$ cat src/rtl/gamepad_reader_if.sv
// Pad-side and console-side signals of the gamepad reader.
// master = the reader itself, slave = the pad/console environment around it.
interface gamepad_reader_if #(
    parameter int BUTTON_COUNT = 16
);
    logic                    poll_req;
    logic                    pad_data;
    logic                    pad_latch;
    logic                    pad_clk;
    logic [BUTTON_COUNT-1:0] buttons;
    logic                    buttons_valid;

    modport master (
        input  poll_req,
        input  pad_data,
        output pad_latch,
        output pad_clk,
        output buttons,
        output buttons_valid
    );

    modport slave (
        output poll_req,
        output pad_data,
        input  pad_latch,
        input  pad_clk,
        input  buttons,
        input  buttons_valid
    );
endinterface

$ cat src/rtl/gamepad_reader.sv
// Polls an SNES-style pad (latch/clock/serial data) and presents an active-high button word.
// Latency: 2*HALF_PERIOD*(BUTTON_COUNT+1) + 1 cycles from LATCH entry to buttons_valid.
// Backpressure: none; buttons_valid is a one-cycle strobe and poll_req is only honoured in IDLE.
module gamepad_reader #(
    parameter int BUTTON_COUNT    = 16,
    parameter int HALF_PERIOD     = 150,
    parameter int POLL_PERIOD     = 416666,
    parameter int DATA_ACTIVE_LOW = 1
) (
    input  logic             clk,
    input  logic             reset,
    gamepad_reader_if.master pad
);
    localparam int IDLE_W = (POLL_PERIOD > 1) ? $clog2(POLL_PERIOD) : 1;
    localparam int PH_W   = $clog2(2 * HALF_PERIOD);
    localparam int IDX_W  = (BUTTON_COUNT > 1) ? $clog2(BUTTON_COUNT) : 1;
    localparam logic INV  = (DATA_ACTIVE_LOW != 0);

    typedef enum logic [2:0] {
        S_IDLE,
        S_LATCH,
        S_LOW,
        S_HIGH,
        S_DONE
    } state_t;

    state_t                  state_q, state_nxt;
    logic [IDLE_W-1:0]       idle_cnt_q, idle_cnt_nxt;
    logic [PH_W-1:0]         phase_q, phase_nxt;
    logic [IDX_W-1:0]        bit_idx_q, bit_idx_nxt;
    logic [BUTTON_COUNT-1:0] shift_q, shift_nxt;
    logic [BUTTON_COUNT-1:0] buttons_q, buttons_nxt;
    logic                    valid_q, valid_nxt;
    logic                    latch_q, latch_nxt;
    logic                    pclk_q, pclk_nxt;
    logic [1:0]              sync_q;
    logic                    sample_bit;

    assign sample_bit        = sync_q[1] ^ INV;
    assign pad.pad_latch     = latch_q;
    assign pad.pad_clk       = pclk_q;
    assign pad.buttons       = buttons_q;
    assign pad.buttons_valid = valid_q;

    always_comb begin
        state_nxt    = state_q;
        idle_cnt_nxt = idle_cnt_q;
        phase_nxt    = phase_q + 1'b1;
        bit_idx_nxt  = bit_idx_q;
        shift_nxt    = shift_q;
        buttons_nxt  = buttons_q;
        valid_nxt    = 1'b0;
        case (state_q)
            S_IDLE: begin
                idle_cnt_nxt = idle_cnt_q + 1'b1;
                phase_nxt    = '0;
                // Timer expiry and an explicit request coinciding still yield one poll.
                if (idle_cnt_q == IDLE_W'(POLL_PERIOD - 1) || pad.poll_req) begin
                    state_nxt    = S_LATCH;
                    idle_cnt_nxt = '0;
                end
            end
            S_LATCH: begin
                if (phase_q == PH_W'(2 * HALF_PERIOD - 1)) begin
                    state_nxt   = S_LOW;
                    phase_nxt   = '0;
                    bit_idx_nxt = '0;
                end
            end
            S_LOW: begin
                if (phase_q == PH_W'(HALF_PERIOD - 1)) begin
                    shift_nxt[bit_idx_q] = sample_bit;
                    state_nxt            = S_HIGH;
                    phase_nxt            = '0;
                end
            end
            S_HIGH: begin
                if (phase_q == PH_W'(HALF_PERIOD - 1)) begin
                    phase_nxt = '0;
                    if (bit_idx_q == IDX_W'(BUTTON_COUNT - 1)) begin
                        state_nxt = S_DONE;
                    end else begin
                        bit_idx_nxt = bit_idx_q + 1'b1;
                        state_nxt   = S_LOW;
                    end
                end
            end
            S_DONE: begin
                buttons_nxt  = shift_q;
                valid_nxt    = 1'b1;
                state_nxt    = S_IDLE;
                idle_cnt_nxt = '0;
                phase_nxt    = '0;
            end
            default: begin
                state_nxt    = S_IDLE;
                idle_cnt_nxt = '0;
                phase_nxt    = '0;
            end
        endcase
        // Pad outputs follow the next state so they line up with the registered state.
        latch_nxt = (state_nxt == S_LATCH);
        pclk_nxt  = (state_nxt != S_LOW);
    end

    always_ff @(posedge clk) begin
        if (reset) begin
            state_q    <= S_IDLE;
            idle_cnt_q <= '0;
            phase_q    <= '0;
            bit_idx_q  <= '0;
            shift_q    <= '0;
            buttons_q  <= '0;
            valid_q    <= 1'b0;
            latch_q    <= 1'b0;
            pclk_q     <= 1'b1;
            sync_q     <= 2'b11;
        end else begin
            state_q    <= state_nxt;
            idle_cnt_q <= idle_cnt_nxt;
            phase_q    <= phase_nxt;
            bit_idx_q  <= bit_idx_nxt;
            shift_q    <= shift_nxt;
            buttons_q  <= buttons_nxt;
            valid_q    <= valid_nxt;
            latch_q    <= latch_nxt;
            pclk_q     <= pclk_nxt;
            sync_q     <= {sync_q[0], pad.pad_data};
        end
    end
endmodule

$ cat src/flat_wrapper.sv
// flat-port wrapper written by rule: the top's interface ports become plain ports
module gamepad_reader_flat 
#(
    parameter int BUTTON_COUNT    = 16,
    parameter int HALF_PERIOD     = 150,
    parameter int POLL_PERIOD     = 416666,
    parameter int DATA_ACTIVE_LOW = 1
)
  (clk, reset, pad_poll_req, pad_pad_data, pad_pad_latch, pad_pad_clk, pad_buttons, pad_buttons_valid);
  gamepad_reader_if #(.BUTTON_COUNT(BUTTON_COUNT)) pad_i ();
  input  logic clk;
  input  logic reset;
  input wire logic [$bits(pad_i.poll_req)-1:0] pad_poll_req;
  input wire logic [$bits(pad_i.pad_data)-1:0] pad_pad_data;
  output wire logic [$bits(pad_i.pad_latch)-1:0] pad_pad_latch;
  output wire logic [$bits(pad_i.pad_clk)-1:0] pad_pad_clk;
  output wire logic [$bits(pad_i.buttons)-1:0] pad_buttons;
  output wire logic [$bits(pad_i.buttons_valid)-1:0] pad_buttons_valid;
  assign pad_i.poll_req = pad_poll_req;
  assign pad_i.pad_data = pad_pad_data;
  assign pad_pad_latch = pad_i.pad_latch;
  assign pad_pad_clk = pad_i.pad_clk;
  assign pad_buttons = pad_i.buttons;
  assign pad_buttons_valid = pad_i.buttons_valid;
  gamepad_reader #(.BUTTON_COUNT(BUTTON_COUNT), .HALF_PERIOD(HALF_PERIOD), .POLL_PERIOD(POLL_PERIOD), .DATA_ACTIVE_LOW(DATA_ACTIVE_LOW)) u_core (.clk(clk), .reset(reset), .pad(pad_i));
endmodule
$ cat config.mk
export PLATFORM = sky130hd
export DESIGN_NAME = gamepad_reader_flat
export DESIGN_NICKNAME = d
export VERILOG_FILES = /design/src/rtl/gamepad_reader_if.sv /design/src/rtl/gamepad_reader.sv /design/src/flat_wrapper.sv
export SDC_FILE = /design/constraint.sdc
export NUM_CORES = 1
export LEC_CHECK = 0
export CAP_MARGIN = 20
export CORE_ASPECT_RATIO = 0.75
export CORE_MARGIN = 8
export CORE_UTILIZATION = 58
export CTS_CLUSTER_SIZE = 25
export DETAILED_ROUTE_END_ITERATION = 12
export PLACE_DENSITY_LB_ADDON = 0.1
export SLEW_MARGIN = 20
export SYNTH_ARGS = -nofsm -noshare
export SYNTH_HDL_FRONTEND = slang
export SYNTH_SLANG_ARGS = --single-unit
$ cat constraint.sdc
create_clock -name clk -period 2.38 [get_ports clk]
set_input_delay 0.238 -clock clk [delete_from_list [all_inputs] [get_ports clk]]
set_output_delay 0.238 -clock clk [all_outputs]
set_load 0.05 [all_outputs]
==> flow_metrics.tcl <==
set metrics [dict create \
    grt_antenna_before_repair 0 \
    clock_power_share_pct 41.8 \
    boundaryPins 23 \
    grt_max_degree 42 \
    die_y_um 80.1 \
    route.antenna.remaining_nets 0 \
    post_drt_via_cell_ratio 5.50 \
    slew_headroom_pct 60.8 \
    numPlacedInstances 473 \
    total_leakage_power_nw 1.23 \
    number_of_slew_limit_violations_in_the_final_report 0 \
    post_synth_inst_count 386 \
    fin_nets 421 \
    port-buffer-count 22 \
    async_set_or_reset_flop_fraction_in_the_synthesized_netlist_pct 0 \
    power.share.switching_pct 22.8 \
    synth_area_mm2 0.00318 \
    drv.max_cap_violation_count 0 \
    timing_worst_setup_path_type "flop to flop" \
    clock_tree_from_tritoncts "done" \
    finClkSkew_ns 0.00865 \
    ir_drop_v 0.000395 \
    worst_pin_slew_ns 0.587 \
    cts.sink_count 72 \
    antenna_cells 0 \
    placement.setup.worst_slack_ns 0.205 \
    layoutNonFillerInstCount 489 \
    worstHoldPathType "flop to flop" \
    gr-usage-all-layers_pct 17.2 \
    grt_overflow 0 \
    pwr-share-comb_pct 4.1 \
    ys_warn_count 0 \
    drt_drc_violations_left 0 \
    fp-row-count 23 \
    final.setup.worst_slack_ns 0.251 \
    timing.critical_path.from_type "flop" \
    area_growth_syn_to_layout_pct 15.6 \
    clk_transition_reported_paths_ns 0.08 \
    register_area_mm2 0.00144 \
    post_cts_hold_buffer_count 0 \
    finalPower_mw 2.27 \
    synth_seq_cells 72 \
    drt_iter0_markers 130 \
    die-width_um 101 \
    clock_latency_ns 0.34 \
    fill_cells 443 \
    drt_wl_total_um 6630 \
    vias_after_detailed_routing 2689 \
    ys.flop_type "sky130_fd_sc_hd__dfxtp_1" \
    grt_first_pass_wirelength_um 11100 \
    timing.critical_path.fanout_max 9 \
    die_area_mm2 0.00812 \
    power.internal_mw 1.75 \
    worstSetupEndpointType "flop" \
    placed_cell_area_mm2 0.00348 \
    wire_per_inst_um 13.6 \
    cts.repair_timing.setup_buffer_count 0 \
    dp_hpwl_um 4640 \
    post_synth_num_cell_types 39 \
    synth.avg_cell_area_um2 8.23 \
    syn-num-nets 398 \
    setup_tns_ns 0 \
    synth_edf_count 0 \
    design_area_mm2 0.00367 \
    clock_tree.root_cell "sky130_fd_sc_hd__clkbuf_8" \
    period_share_pct 89.5 \
    design.core.area_mm2 0.00532 \
    maxClockFrequency_mhz 470 \
    place.gp.congestion 0.853 \
    power_frac_seq_pct 54.1 \
    total_switching_power_mw 0.518 \
    pwr_density_cell_mw_per_mm2 618 \
    floorplan.initialDensity_pct 59.6 \
    setup_viol 0 \
    cts-resized-gates 0 \
    dr.pass1.iters 5 \
    synth.yosys.seq_area_share_pct 45.4 \
    worstPathRequired_ns 2.60 \
    cts_made_buffers 9 \
    status "finished, final reports clean" \
    multi_input_comb_area_mm2 0.00162 \
    clock_path_buffers 2 \
    crit_arrival_ns 2.35 \
    final_layout_size_suffix_gt1_share_pct 7.49 \
    rsz0062_at_grt "false" \
    post-route-min-period_ns 2.13 \
    cts_htree_levels 3 \
    grt_pass1_vias 2361 \
    hold_viol 0 \
]
[cells in the mapped netlist, drive strengths merged (4+ instances only)]
cell / n / area share (%)
xor2: 5 / 1.4
nor3: 9 / 1.4
or2: 4 / 0.79
nand2b: 4 / 0.79
and2: 4 / 0.79
dfxtp: 72 / 45
nand3: 20 / 3.2
a31oi: 9 / 1.8
o21ai: 9 / 1.8
xnor2: 7 / 1.9
nand4: 8 / 1.6
buf: 4 / 0.79
and3: 8 / 1.6
clkbuf: 15 / 1.8
a21oi: 36 / 5.7
ha: 8 / 3.2
nand2: 56 / 6.6
a211oi: 12 / 2.8
mux2i: 5 / 1.6
nor2: 50 / 5.9
nor4: 7 / 1.6
inv: 8 / 0.95
or3: 4 / 0.79
[area by class of cell]
type | count | share of cell area (%)
Tap cell | 75 | 2.56
Inverter | 8 | 0.818
Clock inverter | 6 | 1.60
Timing Repair Buffer | 31 | 7.84
Clock buffer | 10 | 3.75
Sequential cell | 72 | 39.3
Multi-Input combinational cell | 287 | 44.2
[layout by cell type (no fill, tap or decap), types with 3 or more instances in the layout]
cell and n:
sky130_fd_sc_hd__nor2_1 50, sky130_fd_sc_hd__a211oi_1 12, sky130_fd_sc_hd__and4_1 3, sky130_fd_sc_hd__nand2_1 56
sky130_fd_sc_hd__xnor2_1 7, sky130_fd_sc_hd__ha_1 8, sky130_fd_sc_hd__a31oi_1 9, sky130_fd_sc_hd__a21oi_1 36
sky130_fd_sc_hd__or2_2 4, sky130_fd_sc_hd__or3_1 4, sky130_fd_sc_hd__nor4_1 6, sky130_fd_sc_hd__nand4_1 8
sky130_fd_sc_hd__xor2_1 5, sky130_fd_sc_hd__mux2i_1 5, sky130_fd_sc_hd__dfxtp_1 72, sky130_fd_sc_hd__buf_4 9
sky130_fd_sc_hd__o21ai_0 8, sky130_fd_sc_hd__nor3_1 9, sky130_fd_sc_hd__clkinv_2 4, sky130_fd_sc_hd__nand3_1 20
sky130_fd_sc_hd__and3_1 8, sky130_fd_sc_hd__nand2b_1 4, sky130_fd_sc_hd__clkdlybuf4s50_1 22, sky130_fd_sc_hd__and2_1 4
sky130_fd_sc_hd__a22o_1 3, sky130_fd_sc_hd__clkbuf_8 10, sky130_fd_sc_hd__inv_1 8
[path summary, 6_finish.rpt]
kind / from / endpoint / depth (start not counted) / slack, ns
max: u_core.phase_q[2] / u_core.phase_q[8] / 5 / 0.25
min: u_core.sync_q[0] / u_core.sync_q[1] / 1 / 0.42
max reg2reg: u_core.phase_q[2] / u_core.phase_q[8] / 5 / 0.25
min reg2reg: u_core.sync_q[0] / u_core.sync_q[1] / 1 / 0.42
[worst max-delay path, stage by stage, from the launching register on]
cell                      delay, ns
sky130_fd_sc_hd__dfxtp_1       0.36
sky130_fd_sc_hd__or4b_1        0.57
sky130_fd_sc_hd__or4b_1        0.56
sky130_fd_sc_hd__nor3b_1       0.19
sky130_fd_sc_hd__o21ai_4       0.25
sky130_fd_sc_hd__nor2_1        0.09
[power groups by stage]
stage          Combinational, mW  Clock, mW  Sequential (mW)
3_5_place_dp              0.0921          0             1.25
3_3_place_gp              0.0903          0             1.25
5_1_grt                    0.104       1.02             1.23
2_1_floorplan             0.0663          0             1.26
4_1_cts                   0.0925      0.974             1.23
6_report                  0.0931      0.949             1.23
[cells by family after synthesis]
group,synth area share [%]
adder cells (fa/ha/maj),3.15
AO/OA/AOI/OAI,14.6
flip-flops,45.4
AND/OR/NAND/NOR,28.5
XOR/XNOR,3.31
buffers and inverters,3.51
multiplexers,1.58
[registers in the layout (all words and copies together) (netlist names)]
register / count
u_core.pad.buttons_valid: 1
u_core.pad.buttons: 16
u_core.pad.pad_latch: 1
u_core.phase_q: 9
u_core.pad.pad_clk: 1
u_core.sync_q: 2
u_core.bit_idx_q: 4
u_core.idle_cnt_q: 19
u_core.state_q: 3
u_core.shift_q: 16
[through the flow]
| step | util [%] | hold WS, ns |
|---|---|---|
| 2_1_floorplan | - | 0.342 |
| 3_3_place_gp | 65.3 | 0.391 |
| 3_5_place_dp | 65.3 | 0.406 |
| 4_1_cts | 69.0 | 0.425 |
| 5_1_grt | 69.0 | 0.433 |
| 6_report | 69.0 | 0.419 |
[per-layer routing]
metal / up-vias / GRT usage (%) / routed length, um
met5: - / 0 / 0
met4: 0 / 7.11 / 63
met3: 8 / 4.84 / 378
met2: 72 / 24.7 / 2780
met1: 1205 / 23.6 / 3400
li1: 1404 / - / -
Power figures use the tool's default switching activity.
